<file path="src/rtl/gcd_job_sequencer.sv">
`default_nettype none
// ============================================================================
// Module   : gcd_job_sequencer
// Purpose  : Feeds operand pairs to a subtractive GCD engine. It issues a
//            one-cycle go and waits for done. Zero operands are answered
//            directly, and a watchdog bounds how long a job may run.
// Revision : 1.0 - initial release
// ============================================================================
module gcd_job_sequencer #(
    parameter int WIDTH   = 7,
    parameter int TIMEOUT = 255,
    parameter int CNT_W   = 8
) (
    input  logic             clk,
    input  logic             rst,
    input  logic             in_valid,
    output logic             in_ready,
    input  logic [WIDTH-1:0] in_a,
    input  logic [WIDTH-1:0] in_b,
    output logic [WIDTH-1:0] gcd_a,
    output logic [WIDTH-1:0] gcd_b,
    output logic             gcd_go,
    input  logic             gcd_done,
    input  logic [WIDTH-1:0] gcd_out,
    output logic             res_valid,
    input  logic             res_ready,
    output logic [WIDTH-1:0] res_gcd,
    output logic             res_err,
    output logic             busy,
    output logic [CNT_W-1:0] job_count
);

    // Last watchdog value still spent in WAIT; the job is aborted on it.
    localparam logic [CNT_W-1:0] WD_LAST = CNT_W'(TIMEOUT - 1);
    localparam logic [CNT_W-1:0] CNT_ONE = CNT_W'(1);
    localparam logic [WIDTH-1:0] ZERO_W  = '0;

    typedef enum logic [1:0] {
        IDLE   = 2'd0,
        LAUNCH = 2'd1,
        WAIT   = 2'd2,
        RESP   = 2'd3
    } state_t;

    state_t           state;
    logic [CNT_W-1:0] watchdog;

    // Handshake flags and busy decode directly from state, so no input reaches an output combinationally.
    assign in_ready  = (state == IDLE);
    assign busy      = (state != IDLE);
    assign res_valid = (state == RESP);

    // Job sequencing: accept, launch, wait with watchdog, then respond.
    always_ff @(posedge clk or negedge rst) begin
        if (!rst) begin
            state     <= IDLE;
            gcd_a     <= '0;
            gcd_b     <= '0;
            gcd_go    <= 1'b0;
            res_gcd   <= '0;
            res_err   <= 1'b0;
            watchdog  <= '0;
            job_count <= '0;
        end else begin
            // go is a single-cycle pulse unless re-armed below
            gcd_go <= 1'b0;
            case (state)
                IDLE: begin
                    if (in_valid) begin
                        gcd_a <= in_a;
                        gcd_b <= in_b;
                        if (in_a == ZERO_W && in_b == ZERO_W) begin
                            // gcd(0,0) is undefined, so report it as an error
                            res_gcd <= '0;
                            res_err <= 1'b1;
                            state   <= RESP;
                        end else if (in_a == ZERO_W) begin
                            res_gcd <= in_b;
                            res_err <= 1'b0;
                            state   <= RESP;
                        end else if (in_b == ZERO_W) begin
                            res_gcd <= in_a;
                            res_err <= 1'b0;
                            state   <= RESP;
                        end else begin
                            // go is registered here so it is high during LAUNCH
                            gcd_go <= 1'b1;
                            state  <= LAUNCH;
                        end
                    end
                end
                LAUNCH: begin
                    watchdog <= '0;
                    state    <= WAIT;
                end
                WAIT: begin
                    watchdog <= watchdog + CNT_ONE;
                    // A done that arrives on the last watchdog cycle still wins
                    if (gcd_done) begin
                        res_gcd <= gcd_out;
                        res_err <= 1'b0;
                        state   <= RESP;
                    end else if (watchdog == WD_LAST) begin
                        res_gcd <= '0;
                        res_err <= 1'b1;
                        state   <= RESP;
                    end
                end
                RESP: begin
                    if (res_ready) begin
                        job_count <= job_count + CNT_ONE;
                        state     <= IDLE;
                    end
                end
                default: state <= IDLE;
            endcase
        end
    end

endmodule
`default_nettype wire

</file>
<file path="config.mk">
export PLATFORM = sky130hd
export DESIGN_NAME = gcd_job_sequencer
export DESIGN_NICKNAME = d
export VERILOG_FILES = /design/src/rtl/gcd_job_sequencer.sv
export SDC_FILE = /design/constraint.sdc
export NUM_CORES = 1
export LEC_CHECK = 0
export CORE_MARGIN = 2
export CORE_UTILIZATION = 47
export DETAILED_ROUTE_END_ITERATION = 12
export PLACE_DENSITY = 0.79
export RECOVER_POWER = 25
export SYNTH_ARGS = -nofsm -noshare
export SYNTH_HDL_FRONTEND = slang
export SYNTH_SLANG_ARGS = --single-unit
</file>
<file path="constraint.sdc">
create_clock -name clk -period 2.7 [get_ports clk]
set_input_delay 0.27 -clock clk [delete_from_list [all_inputs] [get_ports clk]]
set_output_delay 0.27 -clock clk [all_outputs]
set_load 0.01 [all_outputs]
</file>
==> results of run 1 <==
-- sequential cells by signal, indices dropped and copies added (netlist names) --
signal     flops
gcd_go         1
watchdog       8
state          2
res_err        1
res_gcd        7
gcd_b          7
job_count      8
gcd_a          7
-- layout by cell type, fill, tap and decap left out --
cell	count
a21oi_1	12
a22o_1	2
a311oi_4	1
a31oi_1	9
and3_1	2
buf_4	4
clkbuf_1	4
clkbuf_8	5
clkdlybuf4s50_1	58
dfrtp_1	41
ha_1	6
inv_1	8
mux2_2	24
mux2i_1	3
nand2_1	12
nand2_4	1
nand2b_1	2
nand3_1	11
nand4_1	4
nor2_1	10
nor3_1	1
nor3_2	1
nor4_1	1
nor4_4	1
o21ai_0	8
o2bb2ai_1	1
o31ai_1	2
or2_2	1
or3_1	2
or4_1	1
xnor2_1	6
xor2_1	2
-- where the power goes --
part	switching, mW	total [mW]	internal, mW	leakage [nW]
clock network	0.201	0.384	0.184	0.0395
registers	0.155	1.01	0.854	0.511
logic	0.616	1.42	0.799	0.611
total	0.972	2.81	1.84	1.16
-- worst max-delay path, delay by kind of cell, from the launching register on --
| kind | cells | cell delay [ps] |
|---|---|---|
| buf+inv | 1 | 110 |
| flops | 1 | 380 |
| mux | 1 | 390 |
| fa+ha+maj | 1 | 380 |
| compound gates | 2 | 750 |
-- cell usage after synthesis (2+ instances only) --
master    number
nand2b_1       2
nand4_1        4
dfrtp_1       41
inv_1          8
a31oi_1        9
o21ai_0        8
a21oi_1       12
xor2_1         2
or3_1          2
ha_1           6
nand3_1       11
xnor2_1        6
o31ai_1        2
nand2_1       12
and3_1         2
nor2_1        10
mux2_2        24
mux2i_1        3
a22o_1         2
clkbuf_1       6
-- routing by layer --
metal	track usage, %	vias to the layer above	share of wire, %
met3	6.83	10	7.5
li1	-	776	-
met4	6.75	0	2.0
met2	30.3	55	46
met1	23.9	732	44
met5	0	-	0
-- path summary, 6_finish.rpt --
path	endpoint	cells after the start	start
max	res_gcd[0]	5	state[0]
min	job_count[7]	1	job_count[7]
max reg2reg	res_gcd[0]	5	state[0]
min reg2reg	job_count[7]	1	job_count[7]
max in group asynchronous	gcd_a[6]	1	rst
min in group asynchronous	watchdog[3]	1	rst
-- kinds of logic (layout without fill, tap and decap cells) --
family	Yosys count	count (layout)	share of synthesized area, %
adders and majority gates	6	6	3.72
buffers and inverters	14	79	2.61
muxes	27	27	14.9
AOI/OAI and AO/OA	35	35	11.1
xor gates and xnor gates	8	8	3.48
DFF	41	41	50.9
and+or+nand+nor	50	50	13.3
-- metrics by stage --
stage          power (mW)  hold WS (ps)  setup slack [ps]  cells  utilization, %
6_report             2.81           466               578    296            67.8
2_1_floorplan        1.78         -25.6               621    181               -
5_1_grt              3.01           501               286    296            67.8
3_5_place_dp         2.44           461               383    288            65.8
3_3_place_gp         2.42           453               450    288            65.8
4_1_cts              2.84           142               559    296            67.8
-- cell type report --
cell class	count	share of cell area [%]
clock buffers	8	2.91
inverters	8	1.09
multi-input cells	126	34.1
flip-flops and latches	41	37.3
well taps	50	2.27
repair buffers	63	22.3
==> results.txt, run 1 <==
Status: complete, but fails checks
Violated checks: capacitance limit, slew limit
Syn Inst Count: 181
Filler cell count: 306
Std-Cell Rows: 23
Avg Cell Area, Syn: 11.1 um2
Maximum fanout along the worst path: 9
Crit. End Element: register
Vias per inst: 5.31
Final hold violations: 0
Area Overhead vs Synth: 36.4%
Final Setup Violations: 0
Total core area: 0.00406 mm2
First-pass GRT wire length: 7330 um
Die Ht: 69.5 um
Setup bufs post-CTS: 0
CTS Root Cell: clkbuf_8
Skew final: 5.50 ps
Vias in the first global route: 1596
Worst EP required: 2880 ps
Total Wirelength: 4320 um
LEAKAGE: 1.16 nW
Max Cap Viol: 1
Worst vdd ir: 0.560 mV
DP Area: 0.00267 mm2
DIE AREA: 0.00483 mm2
Area of the multi-input gates: 937 um2
Arrival time at the worst endpoint: 2300 ps
Distinct cells, synth: 29
Share of cells above drive strength 1: 15.4%
Fin crit period: 2120 ps
Clock Latency Late Sink: 290 ps
Antenna violations before repair: 0
Worst-path clk slew: 70 ps
Via count: 1573
Seq cells post-synth: 41
Cells along the critical path: inv_1 > ha_1 > o21ai_0 > a311oi_4 > mux2_2
Syn Nets: 213
Register area share after synthesis: 50.9%
Flop2flop setup slack: 580 ps
Initial core utilization: 49.7%
FF+latch area: 0.00103 mm2
DRC: 0
PortBufs: 59
CP max-delay cell: a311oi_4
Netlist Area Pre-Place: 0.00202 mm2
Slew Viols, Final: 42
Total of cells resized after clock tree synthesis: 0
Share of the synthesized area in the top cell type: 50.9%
Min-delay worst type: reg2reg
Fmax: 471 MHz
Number of synthesized flops with an enable pin: 0
Final weighted congestion in routability-driven placement: 0.808
Power density over the cells: 1020 mW/mm2
H-tree depth: 2
Slew HR: -43.1%
Cell area after layout: 0.00275 mm2
Top cells by area, synth: dfrtp_1 51%, mux2_2 13%, ha_1 3.7%
Post-route clock period utilization: 78.6%
Crit Path Category: reg2reg
# clock sinks: 41
Post-synth top flop: dfrtp_1
Ant diodes: 0
RSZ-0062 raised after global routing: no
Number of nets with antenna violations after routing: 0
Number of buffers created by CTS: 5
CTS Buffer Depth: 2
GRT Total Usage: 19.0%
Hold Buf Count CTS: 0
Wire per inst: 14.6 um
NumNets Final: 277
Area leader, netlist: dfrtp_1
Total negative slack: 0 ps
Slew at the pin closest to its max-slew limit: 2150 ps
Post-synth ARST share: 100%
Pin count of the biggest net entering global routing: 42
Warnings, synthesis: 0
Max stage delay on crit path: 540 ps
Drt initial violations: 89
Die W: 69.5 um
DRT Pass-1 Iters: 4
Remaining Overflow, GRT: 0
IO Pins: 60
Post-DP HPWL: 3290 um
CP Launch Type: register
CTS tree: built
Note: power is estimated with default switching activity, not from simulation.
==> run 2, diff against run 1 <==
==> constraint.sdc (replaced) <==
create_clock -name clk -period 2.05 [get_ports clk]
set_input_delay 0.205 -clock clk [delete_from_list [all_inputs] [get_ports clk]]
set_output_delay 0.205 -clock clk [all_outputs]
set_load 0.01 [all_outputs]
==> run 2 against run 1 <==
- the flow now finishes without violations
- final cell count grew 6.8%
- largest cell class unchanged
- critical path depth shrank 1
- setup slack lost 470 ps
- global-route usage grew 3.0 points
- utilization grew 4.5 points
- clock skew grew 2.5 ps
- hold slack gained 15 ps
- largest power group unchanged
- power grew 38%
- clock power grew 52%
- sequential power grew 33%
- count of clock-buffer cells in the layout shrank 1
==> results.txt, run 2 (synthesis gave the netlist of run 1 again) <==
Status: completed
Worst vdd ir: 0.789 mV (+41%)
Final weighted congestion in routability-driven placement: 0.810 (+0.22%)
Setup bufs post-CTS: 0 (unchanged)
Worst-path clk slew: 80 ps (about the same)
Vias in the first global route: 1712 (+7.3%)
Number of nets with antenna violations after routing: 0 (unchanged)
Ant diodes: 0 (unchanged)
Top Registers: job_count (8), watchdog (8)
Clock Latency Late Sink: 300 ps (about the same)
LEAKAGE: 1.27 nW (+9.6%)
Total negative slack: 0 ps (unchanged)
Placed Cells: 307 (+6.6%)
Drt initial violations: 41 (-54%)
Die Ht: 69.5 um (unchanged)
First-pass GRT wire length: 8320 um (+14%)
# clock sinks: 41 (unchanged)
Vias per inst: 5.46 (+2.7%)
Fmax: 515 MHz
RSZ-0062 raised after global routing: no
WHS Path Cells: 1 (unchanged)
NumNets Final: 297 (+7.2%)
Skew final: 8.02 ps (+2.53 ps)
Number of buffers created by CTS: 5 (unchanged)
Worst R2R End: res_gcd[5]
Post-DP HPWL: 3700 um (+12%)
Filler cell count: 293 (-4.2%)
Hold Crit Start: job_count[7]
IO Pins: 60 (unchanged)
Power density over the cells: 1320 mW/mm2 (+29%)
Pwr Total: 3.88 mW (+38%)
Remaining Overflow, GRT: 0 (unchanged)
Via count: 1725 (+9.7%)
Fin crit period: 1940 ps
Worst EP required: 1850 ps (-1030 ps)
CTS Buffer Depth: 2 (unchanged)
Pre-CTS setup slack: -44.5 ps (-427 ps)
DRT Pass-1 Iters: 4 (unchanged)
Maximum fanout along the worst path: 5 (-4)
Final Setup Violations: 0 (unchanged)
GRT Total Usage: 22.0% (+3.0 points)
Hold Buf Count CTS: 1 (+1)
Worst setup slack after layout: 110 ps (-468 ps)
Max Cap Viol: 0 (-1)
CTS tree: built
R2R cell count: 7 (+2)
Finished Layout Cells: 316 (+6.8%)
Crit. End Element: primary output
R2r startpoint: watchdog[0]
Final hold violations: 0 (unchanged)
Slew HR: 23.5% (+67 points)
Min-delay worst type: reg2reg
DIE AREA: 0.00483 mm2 (unchanged)
Most frequent cells in the layout: 58 x clkdlybuf4s50_1, 41 x dfrtp_1, 24 x mux2_2
Arrival time at the worst endpoint: 1740 ps (-560 ps)
Area Overhead vs Synth: 45.6%
Share of cells above drive strength 1: 22.6% (+7.1 points)
DRC: 0 (unchanged)
Initial core utilization: 49.7% (unchanged)
Total of cells resized after clock tree synthesis: 0 (unchanged)
Wire per inst: 15.2 um (+4.2%)
Post-route clock period utilization: 94.6%
Flop2flop setup slack: 130 ps (-450 ps)
Slew at the pin closest to its max-slew limit: 1150 ps (-999 ps)
CP Launch Type: register
Total Wirelength: 4810 um (+11%)
Pin count of the biggest net entering global routing: 22 (-48%)
Std-Cell Rows: 23 (unchanged)
Hold Path Sink: job_count[7]
Antenna violations before repair: 0 (unchanged)
WHS: 481 ps (+15.2 ps)
Die W: 69.5 um (unchanged)
Commonest non-fill, non-tap cell in the layout: clkdlybuf4s50_1
Slew Viols, Final: 0 (-100%)
Crit Path Category: reg2out
H-tree depth: 2 (unchanged)
Total core area: 0.00406 mm2 (unchanged)
PortBufs: 59 (unchanged)
CTS Root Cell: clkbuf_8
[run 2: changes by cell type in the layout (fill, tap and decap cells not counted)]
| cell | previous run | this run |
|---|---|---|
| buf_12 | 0 | 1 |
| clkinv_2 | 0 | 1 |
| buf_4 | 4 | 21 |
| clkbuf_1 | 4 | 1 |
| clkbuf_8 | 5 | 7 |
| clkbuf_2 | 0 | 1 |
| dlygate4sd3_1 | 0 | 1 |
[run 2: per-layer routing]
layer	vias up	GRT usage [%]	wire length [um]
met4	0	10.2	161
met3	11	5.96	301
li1	824	-	-
met2	60	33.5	2140
met5	-	0	0
met1	830	29.1	2200
[run 2: stage by stage]
stage / util (%) / cell area, um2
finish: 72.3 / 2930
global placement: 69.7 / 2830
floorplan: - / 2020
global route: 72.3 / 2930
CTS: 72.4 / 2940
detailed placement: 69.7 / 2830
[run 2: how the worst max path moves through the flow]
stage             start          to  cells past startpoint
3_3_place_gp    in_a[0]  res_gcd[3]                      7
3_5_place_dp    in_a[0]     res_err                      7
6_report       state[0]    in_ready                      4
2_1_floorplan  state[0]     res_err                      6
5_1_grt        state[0]    in_ready                      4
4_1_cts        state[0]    in_ready                      4
[run 2: worst max-delay path: stages (launching register included)]
cell and delay, ps:
dfrtp_1 390, inv_1 100, ha_1 230, buf_4 180, clkdlybuf4s50_1 540
[run 2: layout make-up]
class	count	area [um2]	area share, %
timing repair buffer	83	777	26.5
tap	50	62.6	2.13
clock buffer	7	96.3	3.28
multi-input combinational	126	937	31.9
sequential	41	1030	35.0
inverter	8	30.0	1.02
clock inverter	1	5.00	0.171
[run 2: where the power goes]
part	switching [mW]	total, mW	internal, mW
registers	0.214	1.34	1.12
logic	0.854	1.96	1.10
clock network	0.280	0.585	0.304
total	1.35	3.88	2.53
